===== src/rtl/edge_detect_multi.sv =====
// Multi-channel edge detector: per-channel synchroniser, glitch filter, mode-gated edge pulse and sticky flag.
// Optional per-channel saturating edge counters are built when EDGE_DETECT_COUNT_EN is defined.
module edge_detect_multi #(
  parameter int NUM_CH      = 4,
  parameter int SYNC_STAGES = 2,
  parameter int FILTER_LEN  = 2,
  parameter bit RESET_LEVEL = 1'b1,
  parameter int COUNT_W     = 8
) (
  input  logic                      clk,
  input  logic                      rst,
  input  logic [NUM_CH-1:0]         d_in,
  input  logic [2*NUM_CH-1:0]       mode,
  input  logic [NUM_CH-1:0]         clr_flags,
  output logic [NUM_CH-1:0]         d_level,
  output logic [NUM_CH-1:0]         d_edge,
  output logic [NUM_CH-1:0]         edge_flag,
  output logic                      any_edge,
  output logic [NUM_CH*COUNT_W-1:0] edge_count
);

  localparam int CNT_W = $clog2(FILTER_LEN + 1);
  localparam logic [CNT_W-1:0] FILT_LAST = CNT_W'(FILTER_LEN - 1);

  logic [SYNC_STAGES-1:0] sync_q [NUM_CH];
  logic [SYNC_STAGES-1:0] sync_d [NUM_CH];
  logic [CNT_W-1:0]       filt_q [NUM_CH];
  logic [CNT_W-1:0]       filt_d [NUM_CH];
  logic [NUM_CH-1:0]      level_q, level_d;
  logic [NUM_CH-1:0]      edge_q, edge_d;
  logic [NUM_CH-1:0]      flag_q, flag_d;
  logic                   any_q;

  // Next-state for synchroniser, filter, level, edge pulse and sticky flag.
  always_comb begin
    level_d = level_q;
    edge_d  = '0;
    flag_d  = flag_q;
    for (int i = 0; i < NUM_CH; i++) begin
      sync_d[i] = {sync_q[i][SYNC_STAGES-2:0], d_in[i]};
      filt_d[i] = '0;
      if (sync_q[i][SYNC_STAGES-1] == level_q[i]) begin
        filt_d[i] = '0;
      end else if (filt_q[i] == FILT_LAST) begin
        // Level accepted: the direction picks which mode bit gates the pulse.
        level_d[i] = ~level_q[i];
        filt_d[i]  = '0;
        edge_d[i]  = level_q[i] ? mode[2*i+1] : mode[2*i];
      end else begin
        filt_d[i] = filt_q[i] + CNT_W'(1);
      end
      flag_d[i] = edge_d[i] | (flag_q[i] & ~clr_flags[i]);
    end
  end

  // State registers; reset loads the idle level and drops any filter count in progress.
  always_ff @(posedge clk or posedge rst) begin
    if (rst) begin
      for (int i = 0; i < NUM_CH; i++) begin
        sync_q[i] <= {SYNC_STAGES{RESET_LEVEL}};
        filt_q[i] <= '0;
      end
      level_q <= {NUM_CH{RESET_LEVEL}};
      edge_q  <= '0;
      flag_q  <= '0;
      any_q   <= 1'b0;
    end else begin
      for (int i = 0; i < NUM_CH; i++) begin
        sync_q[i] <= sync_d[i];
        filt_q[i] <= filt_d[i];
      end
      level_q <= level_d;
      edge_q  <= edge_d;
      flag_q  <= flag_d;
      any_q   <= |edge_d;
    end
  end

  assign d_level   = level_q;
  assign d_edge    = edge_q;
  assign edge_flag = flag_q;
  assign any_edge  = any_q;

`ifdef EDGE_DETECT_COUNT_EN
  localparam logic [COUNT_W-1:0] COUNT_MAX = {COUNT_W{1'b1}};

  logic [NUM_CH*COUNT_W-1:0] count_q, count_d;

  // Saturating counters; a clear coinciding with an edge leaves a count of one.
  always_comb begin
    count_d = count_q;
    for (int i = 0; i < NUM_CH; i++) begin
      if (clr_flags[i]) begin
        count_d[i*COUNT_W +: COUNT_W] = edge_d[i] ? COUNT_W'(1) : {COUNT_W{1'b0}};
      end else if (edge_d[i] && (count_q[i*COUNT_W +: COUNT_W] != COUNT_MAX)) begin
        count_d[i*COUNT_W +: COUNT_W] = count_q[i*COUNT_W +: COUNT_W] + COUNT_W'(1);
      end else begin
        count_d[i*COUNT_W +: COUNT_W] = count_q[i*COUNT_W +: COUNT_W];
      end
    end
  end

  // Counter register.
  always_ff @(posedge clk or posedge rst) begin
    if (rst) begin
      count_q <= '0;
    end else begin
      count_q <= count_d;
    end
  end

  assign edge_count = count_q;
`else
  assign edge_count = '0;
`endif

endmodule


===== config.mk =====
export PLATFORM = sky130hd
export DESIGN_NAME = edge_detect_multi
export DESIGN_NICKNAME = d
export VERILOG_FILES = /design/src/rtl/edge_detect_multi.sv
export SDC_FILE = /design/constraint.sdc
export NUM_CORES = 1
export LEC_CHECK = 0
export ABC_AREA = 1
export BUFFER_PORTS_ARGS = -buffer_cell sky130_fd_sc_hd__buf_2
export CORE_AREA = 2 2 58 60
export DETAILED_ROUTE_END_ITERATION = 8
export DIE_AREA = 0 0 60 62
export GPL_TIMING_DRIVEN = 0
export PLACE_DENSITY = 0.83
export SYNTH_ARGS = -nofsm -noshare
export SYNTH_HDL_FRONTEND = slang
export SYNTH_SLANG_ARGS = --single-unit

===== constraint.sdc =====
create_clock -name clk -period 2.4 [get_ports clk]
set_input_delay 0.48 -clock clk [delete_from_list [all_inputs] [get_ports clk]]
set_output_delay 0.48 -clock clk [all_outputs]
set_load 0.03 [all_outputs]

==> flow_summary.rst, run 1 <==
.. list-table::
   :header-rows: 1

   * - Metric
     - Value
   * - Xor/xnor cell area share of the yosys netlist
     - 0.0130
   * - Insertion delay to the later sink of the worst-skew pair
     - roughly 320 ps
   * - Pin count of the biggest net entering global routing
     - 30
   * - Number of levels in the clock H-tree
     - 2
   * - Number of cells on the worst reg-to-reg path
     - 7
   * - YS warnings
     - 0
   * - Die Y
     - roughly 62 um
   * - Max Root-Sink Buffers
     - 2
   * - Die Span X
     - 60 um
   * - Port Buffer Count
     - 30
   * - Setup-violating endpoint count in the final report
     - 0
   * - Number of placed cells counting well taps
     - 249
   * - Worst hold stages
     - 1
   * - Slack of the worst reg-to-reg path
     - around 1300 ps
   * - Area occupied by registers
     - 741 sq um
   * - Number of buffers added for setup after CTS
     - 0
   * - Share of the synthesized area in the top cell type
     - 0.317
   * - Post-detailed-route count of antenna-violating nets
     - 0
   * - Netlist area before placement
     - 1340 sq um
   * - Multiplexer fraction of the synthesized cell area
     - 0
   * - Multi-input gate area
     - 384 sq um
   * - TritonRoute pass-1 iters
     - 4
   * - Total of cells resized after clock tree synthesis
     - 0
   * - Fill cell instance count of the final layout
     - 298
   * - Worst-margin pin slew
     - 1040 ps
   * - Type of element launching the critical path
     - register
   * - Inserted Diodes
     - 0
   * - Switching fraction of total power
     - 0.369
   * - Leading cell types by total area after synthesis
     - sky130_fd_sc_hd__dfrtp_1 32%, sky130_fd_sc_hd__dfstp_2 23%, sky130_fd_sc_hd__buf_4 18%
   * - Number of global-route vias before repair
     - 740
   * - Design internal power
     - 1.15 mW
   * - Share of cells above drive strength 1
     - 0.436
   * - Initial antenna violation count
     - 0
   * - Clock slew at reported path FFs
     - 90 ps
   * - Critical path's largest stage delay
     - about 580 ps
   * - Capturing element type of the critical path
     - output pin
   * - DRC violation count after routing
     - 0
   * - Fraction of registers with async set/reset
     - 1.00
   * - Switch Pwr
     - 0.671 mW
   * - End point of the most critical hold path
     - sync_d[7]$_DFF_PP1_
   * - Synthesized flop and latch total
     - 29
   * - Global router's overall resource usage
     - 0.111
   * - Top Ports
     - 63
   * - Sequential element share of the synthesized area
     - 0.552
   * - Kind of cell with the highest combined delay on the critical path
     - flip-flops
   * - Max cap viols
     - 0
   * - Largest family of logic cells by synthesized area
     - buffers and inverters
   * - Combinational group share of total power
     - 0.343
   * - Skew final
     - roughly 9.1 ps
   * - Cell type contributing the most total cell area after synthesis
     - sky130_fd_sc_hd__dfrtp_1
   * - Launch point of the critical path
     - d_level[3]$_DFFE_PP1P_
   * - Weighted congestion at the end of routability-driven global placement
     - 0.636
   * - Critical Setup Path Class
     - reg2out
   * - Average size of a mapped cell
     - 9.45 sq um
   * - Top_reg_cell synth
     - sky130_fd_sc_hd__dfrtp_1
   * - Capturing point of the worst reg2reg path
     - any_edge$_DFF_PP0_
   * - Count of non-filler cells in the finished layout
     - ~260
   * - DRC marker count from the first detailed-route iteration
     - 27
   * - Worst hold path startpoint
     - d_in[0]
   * - Setup Total Neg Slack
     - 0 ps
   * - Outcome
     - completed
   * - Unrepaired setup endpoints after global routing
     - false
   * - Synth Area in Simple Gates
     - 0.154
   * - Via total after detailed routing
     - 933
   * - Worst-case vdd ir drop
     - 0.481 mV
   * - Count of endpoints failing hold in the final timing report
     - 0
   * - Share of total power in sequential cells
     - 0.388
   * - Placement Cell Area
     - 1670 sq um
   * - Fmax achieved
     - 0.632 GHz
   * - Max_slew headroom
     - 0.305
   * - Synthesized-area fraction occupied by ao, oa, aoi and oai cells
     - 0.0298
   * - Starting density of the core
     - 0.422
   * - Wire length of the first global-routing pass
     - 2900 um
   * - Total Die Area
     - 3720 sq um
   * - Critical Path Fanout Max
     - 4
   * - Bufs and invs on worst path
     - 1
   * - Part of the power in the clock network
     - 0.269
   * - Mean routed wirelength per cell
     - around 7.4 um
   * - Half-perimeter wire length after placement
     - between 1500 and 2000 um
   * - Final net count
     - 228
   * - Cell at the root of the clock tree
     - sky130_fd_sc_hd__clkbuf_4
   * - P_leak
     - 1.06 nW
   * - CTS Hold Buffers Added
     - 0
   * - Number of flops mapped to enable cells by yosys
     - 0
   * - Syn-to-layout area delta
     - 31.8%
   * - Ranking of synthesized cells by instance count
     - 32 x sky130_fd_sc_hd__buf_4, 25 x sky130_fd_sc_hd__nand2_1, 23 x sky130_fd_sc_hd__inv_1, 17 x sky130_fd_sc_hd__dfrtp_1, 12 x sky130_fd_sc_hd__dfstp_2
   * - Via density
     - 3.63
   * - Power density over the cells
     - 1030 nW/um^2
   * - Remaining Overflow, GRT
     - 0
   * - Overall Power
     - 1.82 mW
   * - Dominant cell by count in the synthesized netlist
     - sky130_fd_sc_hd__buf_4
   * - Num Clock Sinks
     - 29
   * - R2r startpoint
     - d_level[0]$_DFFE_PP1P_
   * - Total clock buffers created by CTS
     - 5
   * - Synthesized-area fraction occupied by adder cells
     - 0
   * - Cell breakdown of the critical path
     - buf_2
   * - Post-Synthesis Cells
     - 142
   * - Arrival time at the worst endpoint
     - about 1100 ps
   * - Worst min path class
     - in2reg
   * - Finished Cell Area
     - 1770 sq um
   * - CTS tree
     - yes
   * - Synth unique cells
     - 15
   * - Minimum period implied by the final worst setup slack
     - 1580 ps
   * - Max-slew violation count
     - 0
   * - Critical path's slowest cell
     - sky130_fd_sc_hd__dfstp_2
   * - Total Wirelength
     - 1890 um
   * - Final worst path period share
     - 0.659
   * - Standard-cell row count
     - 21
   * - Core Region
     - roughly 3200 sq um
   * - Required time of the critical path
     - 1920 ps
## power groups by stage
stage	combinational [mW]	sequential [mW]	clock, mW
after detailed placement	0.630	0.717	0
after global routing	0.700	0.728	0.524
after floorplan	0.338	0.868	0
after global placement	0.617	0.712	0
final	0.624	0.707	0.489
after CTS	0.632	0.709	0.507
## area by class of cell
class | instances | share of cell area
well taps | 46 | 0.0325
multi-input cells | 87 | 0.217
repair buffers | 30 | 0.0849
clock inverters | 3 | 0.0368
flip-flops and latches | 29 | 0.419
inverters | 25 | 0.0530
clock buffers | 5 | 0.0212
plain buffers | 32 | 0.136
## logic make-up after synthesis
group,after synthesis
AO/OA/AOI/OAI,8
other,1
buffers and inverters,57
flip-flops,29
AND/OR/NAND/NOR,45
XOR/XNOR,2
## registers in the layout, summed over array words and instances (netlist names)
register / flops
sync_d: 4
any_edge: 1
filt_q: 8
edge_flag: 4
d_level: 4
d_edge: 4
sync_q: 4
## worst max path at each step
stage                                         to  slack [ps]  depth (start not counted)
after floorplan               any_edge$_DFF_PP0_        1280                          7
after global placement       d_edge[0]$_DFF_PP0_         930                          2
after global routing                  d_level[0]         760                          1
after detailed placement  edge_flag[0]$_DFF_PP0_         920                          2
after CTS                             d_level[3]         790                          1
final                                 d_level[3]         820                          1
## stage by stage
| stage | hold slack, ps | util | setup slack, ps |
|---|---|---|---|
| final | 243 | 0.556 | 818 |
| after global routing | 217 | 0.556 | 761 |
| after CTS | 224 | 0.556 | 793 |
| after detailed placement | 347 | 0.524 | 925 |
| after global placement | 346 | 0.524 | 928 |
| after floorplan | 345 | - | 1280 |
## per-layer routing
layer / up-vias / GRT usage / wire length [um] / part of all wire
li1: 489 / - / - / -
met1: 405 / 0.109 / 774 / 0.41
met2: 34 / 0.189 / 919 / 0.49
met3: 5 / 0.0580 / 156 / 0.083
met4: 0 / 0.0571 / 39 / 0.021
met5: - / 0 / 0 / 0
## cell usage in the layout, fill, tap and decap left out
| master | instances |
|---|---|
| sky130_fd_sc_hd__buf_4 | 32 |
| sky130_fd_sc_hd__conb_1 | 32 |
| sky130_fd_sc_hd__buf_2 | 30 |
| sky130_fd_sc_hd__nand2_1 | 25 |
| sky130_fd_sc_hd__inv_1 | 23 |
| sky130_fd_sc_hd__dfrtp_1 | 17 |
| sky130_fd_sc_hd__dfstp_2 | 12 |
| sky130_fd_sc_hd__nor2_1 | 8 |
| sky130_fd_sc_hd__o21ai_0 | 8 |
| sky130_fd_sc_hd__clkbuf_4 | 5 |
| sky130_fd_sc_hd__nand3_1 | 4 |
| sky130_fd_sc_hd__nor2_2 | 3 |
| sky130_fd_sc_hd__inv_2 | 2 |
| sky130_fd_sc_hd__nand2_2 | 2 |
| sky130_fd_sc_hd__xnor2_1 | 2 |
| sky130_fd_sc_hd__nand3_2 | 2 |
| sky130_fd_sc_hd__bufinv_16 | 2 |
| sky130_fd_sc_hd__nor2_4 | 1 |
| sky130_fd_sc_hd__clkinv_2 | 1 |
(Power assumes the default switching activity.)
==> inputs of run 2 (changes only) <==
Settings changed: ABC_AREA 1 to 0, CORE_AREA 2 2 58 60 to 2 2 57 59, DIE_AREA 0 0 60 62 to 0 0 59 61, PLACE_DENSITY 0.83 to 0.82.
Clock period 2.4 ns to 1.5 ns, I/O delays scaled along.
==> flow_summary.rst, run 2 <==
.. list-table::
   :header-rows: 1

   * - Metric
     - Value
   * - Outcome
     - completed
   * - Mean routed wirelength per cell
     - 9.18 um (+25%)
   * - Core Region
     - 2950 sq um (-7.1%)
   * - Total clock buffers created by CTS
     - 5 (unchanged)
   * - Cell at the root of the clock tree
     - sky130_fd_sc_hd__clkbuf_4
   * - Number of buffers added for setup after CTS
     - 0 (unchanged)
   * - Overall Power
     - 2.48 mW (+36%)
   * - Critical Setup Path Class
     - reg2reg
   * - Number of levels in the clock H-tree
     - 2 (unchanged)
   * - Remaining Overflow, GRT
     - 0 (unchanged)
   * - Number of flops mapped to enable cells by yosys
     - 0 (unchanged)
   * - Critical path's largest stage delay
     - 570 ps (about the same)
   * - Grt peak-use layer
     - met2
   * - Synthesized flop and latch total
     - 29 (unchanged)
   * - Dominant cell by count in the synthesized netlist
     - sky130_fd_sc_hd__buf_4
   * - Total of cells resized after clock tree synthesis
     - 0 (unchanged)
   * - Setup-violating endpoint count in the final report
     - 0 (unchanged)
   * - Most used cells in the layout excluding fill and tap cells
     - 32 x sky130_fd_sc_hd__buf_4, 32 x sky130_fd_sc_hd__conb_1, 30 x sky130_fd_sc_hd__buf_2, 17 x sky130_fd_sc_hd__dfrtp_1, 12 x sky130_fd_sc_hd__dfstp_2
   * - Share of cells above drive strength 1
     - 0.462 (+0.0264)
   * - Die Y
     - 61 um (-1.6%)
   * - Top_reg_cell synth
     - sky130_fd_sc_hd__dfrtp_1
   * - Clock slew at reported path FFs
     - 80 ps (about the same)
   * - Max Root-Sink Buffers
     - 2 (unchanged)
   * - Final net count
     - 190 (-17%)
   * - Top Ports
     - 63 (unchanged)
   * - Max cap viols
     - 0 (unchanged)
   * - CTS Hold Buffers Added
     - 0 (unchanged)
   * - Number of placed cells counting well taps
     - 198 (-20%)
   * - Die Span X
     - 59 um (-1.7%)
   * - Finished Cell Area
     - 1630 sq um (-8.1%)
   * - Via density
     - 3.93 (+8.3%)
   * - Sequential element share of the synthesized area
     - 0.583 (+0.0315)
   * - Total Die Area
     - 3600 sq um (-3.3%)
   * - Type of element launching the critical path
     - register
   * - Cell type contributing the most total cell area after synthesis
     - sky130_fd_sc_hd__dfrtp_1
   * - DRC violation count after routing
     - 0 (unchanged)
   * - Netlist area before placement
     - 1270 sq um (-5.4%)
   * - Syn-to-layout area delta
     - 28.1%
   * - Leading cell types by total area after synthesis
     - sky130_fd_sc_hd__dfrtp_1 33%, sky130_fd_sc_hd__dfstp_2 25%, sky130_fd_sc_hd__buf_4 19%
   * - Worst-case vdd ir drop
     - 0.728 mV (+51%)
   * - Post-Synthesis Cells
     - 104 (-27%)
   * - Max_slew headroom
     - 0.324 (+0.0191)
   * - P_leak
     - 0.931 nW (-12%)
   * - Met1 usage
     - 0.119 (+0.00961)
   * - Critical Path Fanout Max
     - 5 (+1)
   * - Max-slew violation count
     - 0 (unchanged)
   * - Ranking of synthesized cells by instance count
     - 32 x sky130_fd_sc_hd__buf_4, 17 x sky130_fd_sc_hd__dfrtp_1, 12 x sky130_fd_sc_hd__dfstp_2, 8 x sky130_fd_sc_hd__nand3b_1, 5 x sky130_fd_sc_hd__inv_1
   * - Total Wirelength
     - 1890 um (+0.16%)
   * - Share of the synthesized area in the top cell type
     - 0.335 (+0.0181)
   * - Inserted Diodes
     - 0 (unchanged)
   * - Wire length of the first global-routing pass
     - 3050 um (+5.0%)
   * - Worst-margin pin slew
     - 1010 ps (-28.6 ps)
   * - YS warnings
     - 0 (unchanged)
   * - Starting density of the core
     - 0.430 (+0.00781)
   * - Multi-input gate area
     - 387 sq um (+0.65%)
   * - DRC marker count from the first detailed-route iteration
     - 8 (-70%)
   * - Fill cell instance count of the final layout
     - 269 (-9.7%)
   * - Port Buffer Count
     - 30 (unchanged)
   * - Via total after detailed routing
     - 810 (-13%)
   * - Global-route met3 utilization
     - 0.0448 (-0.0132)
   * - Insertion delay to the later sink of the worst-skew pair
     - 320 ps (about the same)
   * - Worst min path class
     - in2reg
   * - CTS tree
     - yes
   * - Power density over the cells
     - 1520 nW/um^2 (+48%)
   * - Post-detailed-route count of antenna-violating nets
     - 0 (unchanged)
   * - Min setup slack post-route
     - 88.3 ps (-730 ps)
   * - Arrival time at the worst endpoint
     - 1610 ps (+510 ps)
   * - Average size of a mapped cell
     - 12.2 sq um (+29%)
   * - Standard-cell row count
     - 20 (-4.8%)
   * - Area occupied by registers
     - 741 sq um (unchanged)
   * - Biggest register
     - filt_q
   * - Pin count of the biggest net entering global routing
     - 30 (unchanged)
   * - Fraction of registers with async set/reset
     - 1.00 (unchanged)
   * - Fmax achieved
     - between 0.7 and 0.8 GHz
   * - Unrepaired setup endpoints after global routing
     - false
   * - Capturing element type of the critical path
     - register
   * - Num Clock Sinks
     - 29 (unchanged)
   * - Minimum period implied by the final worst setup slack
     - between 1000 and 1500 ps
   * - Initial antenna violation count
     - 0 (unchanged)
   * - Count of non-filler cells in the finished layout
     - 206 (-20%)
   * - Critical path's slowest cell
     - sky130_fd_sc_hd__dfstp_2
   * - TritonRoute pass-1 iters
     - 4 (unchanged)
   * - Number of global-route vias before repair
     - 738 (-0.27%)
   * - Global router's overall resource usage
     - 0.121 (+0.00994)
   * - Final worst path period share
     - 0.941
   * - Flip-flop count of the largest register, all copies and words added
     - 8 (unchanged)
   * - Weighted congestion at the end of routability-driven global placement
     - 0.666 (+4.7%)
   * - Setup Total Neg Slack
     - 0 ps (unchanged)
   * - Synth unique cells
     - 15 (unchanged)
   * - Worst hold margin
     - 68.9 ps (-175 ps)
   * - Met2 Use GR
     - 0.213 (+0.0233)
   * - Cell breakdown of the critical path
     - nand3b_1 > a21oi_1 > or4_1
   * - Required time of the critical path
     - 1700 ps (-220 ps)
   * - Count of endpoints failing hold in the final timing report
     - 0 (unchanged)
   * - Pre-CTS setup slack
     - 87.0 ps (-838 ps)
   * - Half-perimeter wire length after placement
     - 1530 um (+2.1%)
   * - Skew final
     - 4.82 ps (-4.28 ps)
   * - Post-layout utilization of the core
     - 0.551 (-0.00563)
   * - Placement Cell Area
     - 1580 sq um (-5.3%)
run 2: cell count changes after synthesis, sizes merged:
cell    change
nand3       -6
inv        -20
nand2      -27
mux2        +4
a21oi       +4
nand3b      +8
and2        +4
a21o        +4
o21ai       -8
nand2b      +4
or4         +1
nor2        -8
xnor2       +2
run 2: power breakdown:
group | internal [mW] | switching [mW] | total [mW]
registers | 1.02 | 0.127 | 1.15
clock network | 0.186 | 0.244 | 0.431
logic | 0.325 | 0.576 | 0.900
run 2: worst paths after layout:
| check | startpoint | to | slack, ps | cells past startpoint |
|---|---|---|---|---|
| max in group asynchronous | rst | d_edge[3]$_DFF_PP0_ | 680 | 2 |
| min | d_in[0] | sync_d[7]$_DFF_PP1_ | 70 | 1 |
| max | d_level[3]$_DFFE_PP1P_ | any_edge$_DFF_PP0_ | 90 | 3 |
| min in group asynchronous | rst | edge_flag[1]$_DFF_PP0_ | 210 | 2 |
| min reg2reg | sync_d[3]$_DFF_PP1_ | sync_q[3]$_DFF_PP1_ | 360 | 0 |
| max reg2reg | d_level[3]$_DFFE_PP1P_ | any_edge$_DFF_PP0_ | 90 | 3 |
run 2: cell type report:
cell class | instances | area share
Multi-Input combinational cell | 69 | 0.238
Timing Repair Buffer | 30 | 0.0923
Inverter | 5 | 0.0115
Buffer | 32 | 0.148
Clock buffer | 8 | 0.0300
Sequential cell | 29 | 0.455
Tap cell | 33 | 0.0254
run 2: logic make-up after synthesis:
logic type,after synthesis,share of synthesized area
xor gates and xnor gates,4,0.0276
DFF,29,0.583
AOI/OAI and AO/OA,8,0.0424
other,1,0.00295
muxes,4,0.0355
and+or+nand+nor,21,0.104
buffers and inverters,37,0.204
run 2: metal layers:
layer / share of wire / routed length [um] / vias to the layer above
met4: 0.019 / 36 / 0
met1: 0.39 / 734 / 353
met3: 0.14 / 262 / 3
met5: 0 / 0 / -
li1: - / - / 402
met2: 0.45 / 858 / 52
run 2: critical path, delay by kind of cell, from the launching register on:
| family | cells | cell delay, ps |
|---|---|---|
| and+or+nand+nor | 2 | 620 |
| AOI/OAI and AO/OA | 1 | 110 |
| DFF | 1 | 570 |
==> inputs of run 3 (changes only) <==
Settings changed: HOLD_SLACK_MARGIN set to 0.1.
==> flow_summary.rst, run 3 (same netlist as run 2, synthesis figures left out) <==
.. list-table::
   :header-rows: 1

   * - Metric
     - Value
   * - Outcome
     - completed
   * - Flip-flop count of the largest register, all copies and words added
     - 8 (unchanged)
   * - Max-slew violation count
     - 0 (unchanged)
   * - Worst-margin pin slew
     - 1010 ps (-0.194 ps)
   * - Multi-input gate area
     - 387 sq um (unchanged)
   * - Total clock buffers created by CTS
     - 5 (unchanged)
   * - Placement Cell Area
     - 1580 sq um (unchanged)
   * - Capturing point of the worst reg2reg path
     - any_edge$_DFF_PP0_
   * - Weighted congestion at the end of routability-driven global placement
     - 0.666 (unchanged)
   * - Top Ports
     - 63 (unchanged)
   * - Biggest register
     - filt_q
   * - Die Y
     - 61 um (unchanged)
   * - Setup-violating endpoint count in the final report
     - 0 (unchanged)
   * - Fmax achieved
     - 0.708 GHz (about the same)
   * - Wire length of the first global-routing pass
     - 3080 um (+0.92%)
   * - Standard-cell row count
     - 20 (unchanged)
   * - Fill cell instance count of the final layout
     - 268 (-0.37%)
   * - Inserted Diodes
     - 0 (unchanged)
   * - Number of global-route vias before repair
     - 750 (+1.6%)
   * - Global router's overall resource usage
     - 0.121 (+0.000910)
   * - Most used cells in the layout excluding fill and tap cells
     - 32 x sky130_fd_sc_hd__buf_4, 32 x sky130_fd_sc_hd__conb_1, 30 x sky130_fd_sc_hd__buf_2, 17 x sky130_fd_sc_hd__dfrtp_1, 12 x sky130_fd_sc_hd__dfstp_2
   * - Max_slew headroom
     - 0.324 (about the same)
   * - Type of element launching the critical path
     - register
   * - DRC marker count from the first detailed-route iteration
     - 7 (-1)
   * - CTS tree
     - yes
   * - Clock slew at reported path FFs
     - 80 ps (about the same)
   * - Arrival time at the worst endpoint
     - 1610 ps (about the same)
   * - Cell at the root of the clock tree
     - sky130_fd_sc_hd__clkbuf_4
   * - Remaining Overflow, GRT
     - 0 (unchanged)
   * - Skew final
     - 4.66 ps (-0.162 ps)
   * - Minimum period implied by the final worst setup slack
     - 1410 ps (+0.765 ps)
   * - Post-detailed-route count of antenna-violating nets
     - 0 (unchanged)
   * - Max cap viols
     - 0 (unchanged)
   * - Total Die Area
     - 3600 sq um (unchanged)
   * - Number of levels in the clock H-tree
     - 2 (unchanged)
   * - Number of cells on the worst reg-to-reg path
     - 3 (unchanged)
   * - Capturing element type of the critical path
     - register
   * - Area occupied by registers
     - 741 sq um (unchanged)
   * - Via density
     - 3.92 (-0.21%)
   * - Via total after detailed routing
     - 824 (+1.7%)
   * - P_leak
     - 0.947 nW (+1.8%)
   * - DRC violation count after routing
     - 0 (unchanged)
   * - Count of endpoints failing hold in the final timing report
     - 0 (unchanged)
   * - Power density over the cells
     - 1490 nW/um^2 (-2.1%)
   * - Num Clock Sinks
     - 29 (unchanged)
   * - Starting density of the core
     - 0.430 (unchanged)
   * - Worst min path class
     - in2async
   * - Unrepaired setup endpoints after global routing
     - false
   * - TritonRoute pass-1 iters
     - 4 (unchanged)
   * - Insertion delay to the later sink of the worst-skew pair
     - 320 ps (about the same)
   * - Share of cells above drive strength 1
     - 0.452 (-0.0105)
   * - Slack of the worst reg-to-reg path
     - 90 ps (about the same)
   * - Port Buffer Count
     - 30 (unchanged)
   * - Number of buffers added for setup after CTS
     - 0 (unchanged)
   * - Total Wirelength
     - 1900 um (+0.37%)
   * - Pin count of the biggest net entering global routing
     - 30 (unchanged)
   * - Finished Cell Area
     - 1670 sq um (+2.5%)
   * - Max Root-Sink Buffers
     - 2 (unchanged)
   * - Required time of the critical path
     - 1700 ps (about the same)
   * - Final net count
     - 194 (+2.1%)
   * - Critical Path Fanout Max
     - 5 (unchanged)
   * - Mean routed wirelength per cell
     - 9.04 um (-1.5%)
   * - Initial antenna violation count
     - 0 (unchanged)
   * - Critical Setup Path Class
     - reg2reg
   * - Die Span X
     - 59 um (unchanged)
   * - Worst-case vdd ir drop
     - 0.728 mV (about the same)
   * - R2r startpoint
     - d_level[3]$_DFFE_PP1P_
   * - Half-perimeter wire length after placement
     - 1530 um (unchanged)
   * - Setup Total Neg Slack
     - 0 ps (unchanged)
   * - Syn-to-layout area delta
     - 31.2%
   * - Final worst path period share
     - 0.942 (about the same)
   * - Core Region
     - 2950 sq um (unchanged)
## run 3: cell count changes in the layout (fill, tap and decap cells not counted)
| cell | previous run | this run |
|---|---|---|
| sky130_fd_sc_hd__dlygate4sd3_1 | 0 | 4 |
## run 3: through the flow
stage	setup WS (ps)	total power, mW	instances	hold slack [ps]	util
6_report	87.5	2.49	210	207	0.564
5_1_grt	43.0	2.64	210	250	0.564
4_1_cts	77.9	2.52	210	233	0.564
3_5_place_dp	87.0	2.08	198	347	0.534
3_3_place_gp	92.2	2.03	198	346	0.534
2_1_floorplan	30.0	1.85	135	304	-
## run 3: area by class of cell
| cell class | instances | share of cell area |
|---|---|---|
| plain buffers | 32 | 0.144 |
| clock buffers | 8 | 0.0293 |
| inverters | 5 | 0.0113 |
| multi-input cells | 69 | 0.232 |
| flip-flops and latches | 29 | 0.444 |
| well taps | 33 | 0.0248 |
| repair buffers | 34 | 0.114 |
## run 3: metal layers
metal / vias up / global-route usage / part of all wire
li1: 409 / - / -
met5: - / 0 / 0
met4: 0 / 0.0779 / 0.019
met2: 52 / 0.216 / 0.46
met1: 360 / 0.120 / 0.39
met3: 3 / 0.0426 / 0.13
## run 3: what timing repair did
item,CTS,global route
gates resized for setup,0,0
hold buffers,4,0
endpoints found under the hold margin,4,0
## run 3: how the worst max path moves through the flow
stage               cells past startpoint  slack [ps]                   start                 end
finish                                  3          90  d_level[3]$_DFFE_PP1P_  any_edge$_DFF_PP0_
global route                            3          40  d_level[2]$_DFFE_PP1P_  any_edge$_DFF_PP0_
CTS                                     1          80  d_level[2]$_DFFE_PP1P_          d_level[2]
detailed placement                      3          90  d_level[3]$_DFFE_PP1P_  any_edge$_DFF_PP0_
global placement                        3          90  d_level[3]$_DFFE_PP1P_  any_edge$_DFF_PP0_
floorplan                               3          30  d_level[2]$_DFFE_PP1P_  any_edge$_DFF_PP0_
## run 3: power breakdown
part	total [mW]	leakage, nW	switching [mW]	internal [mW]
sequential	1.15	0.353	0.127	1.02
combinational	0.908	0.568	0.576	0.332
clock	0.431	0.0265	0.244	0.186
## run 3: critical path: stages (launching register included)
cell,delay [ps]
sky130_fd_sc_hd__dfstp_2,570
sky130_fd_sc_hd__nand3b_1,110
sky130_fd_sc_hd__a21oi_1,110
sky130_fd_sc_hd__or4_1,510
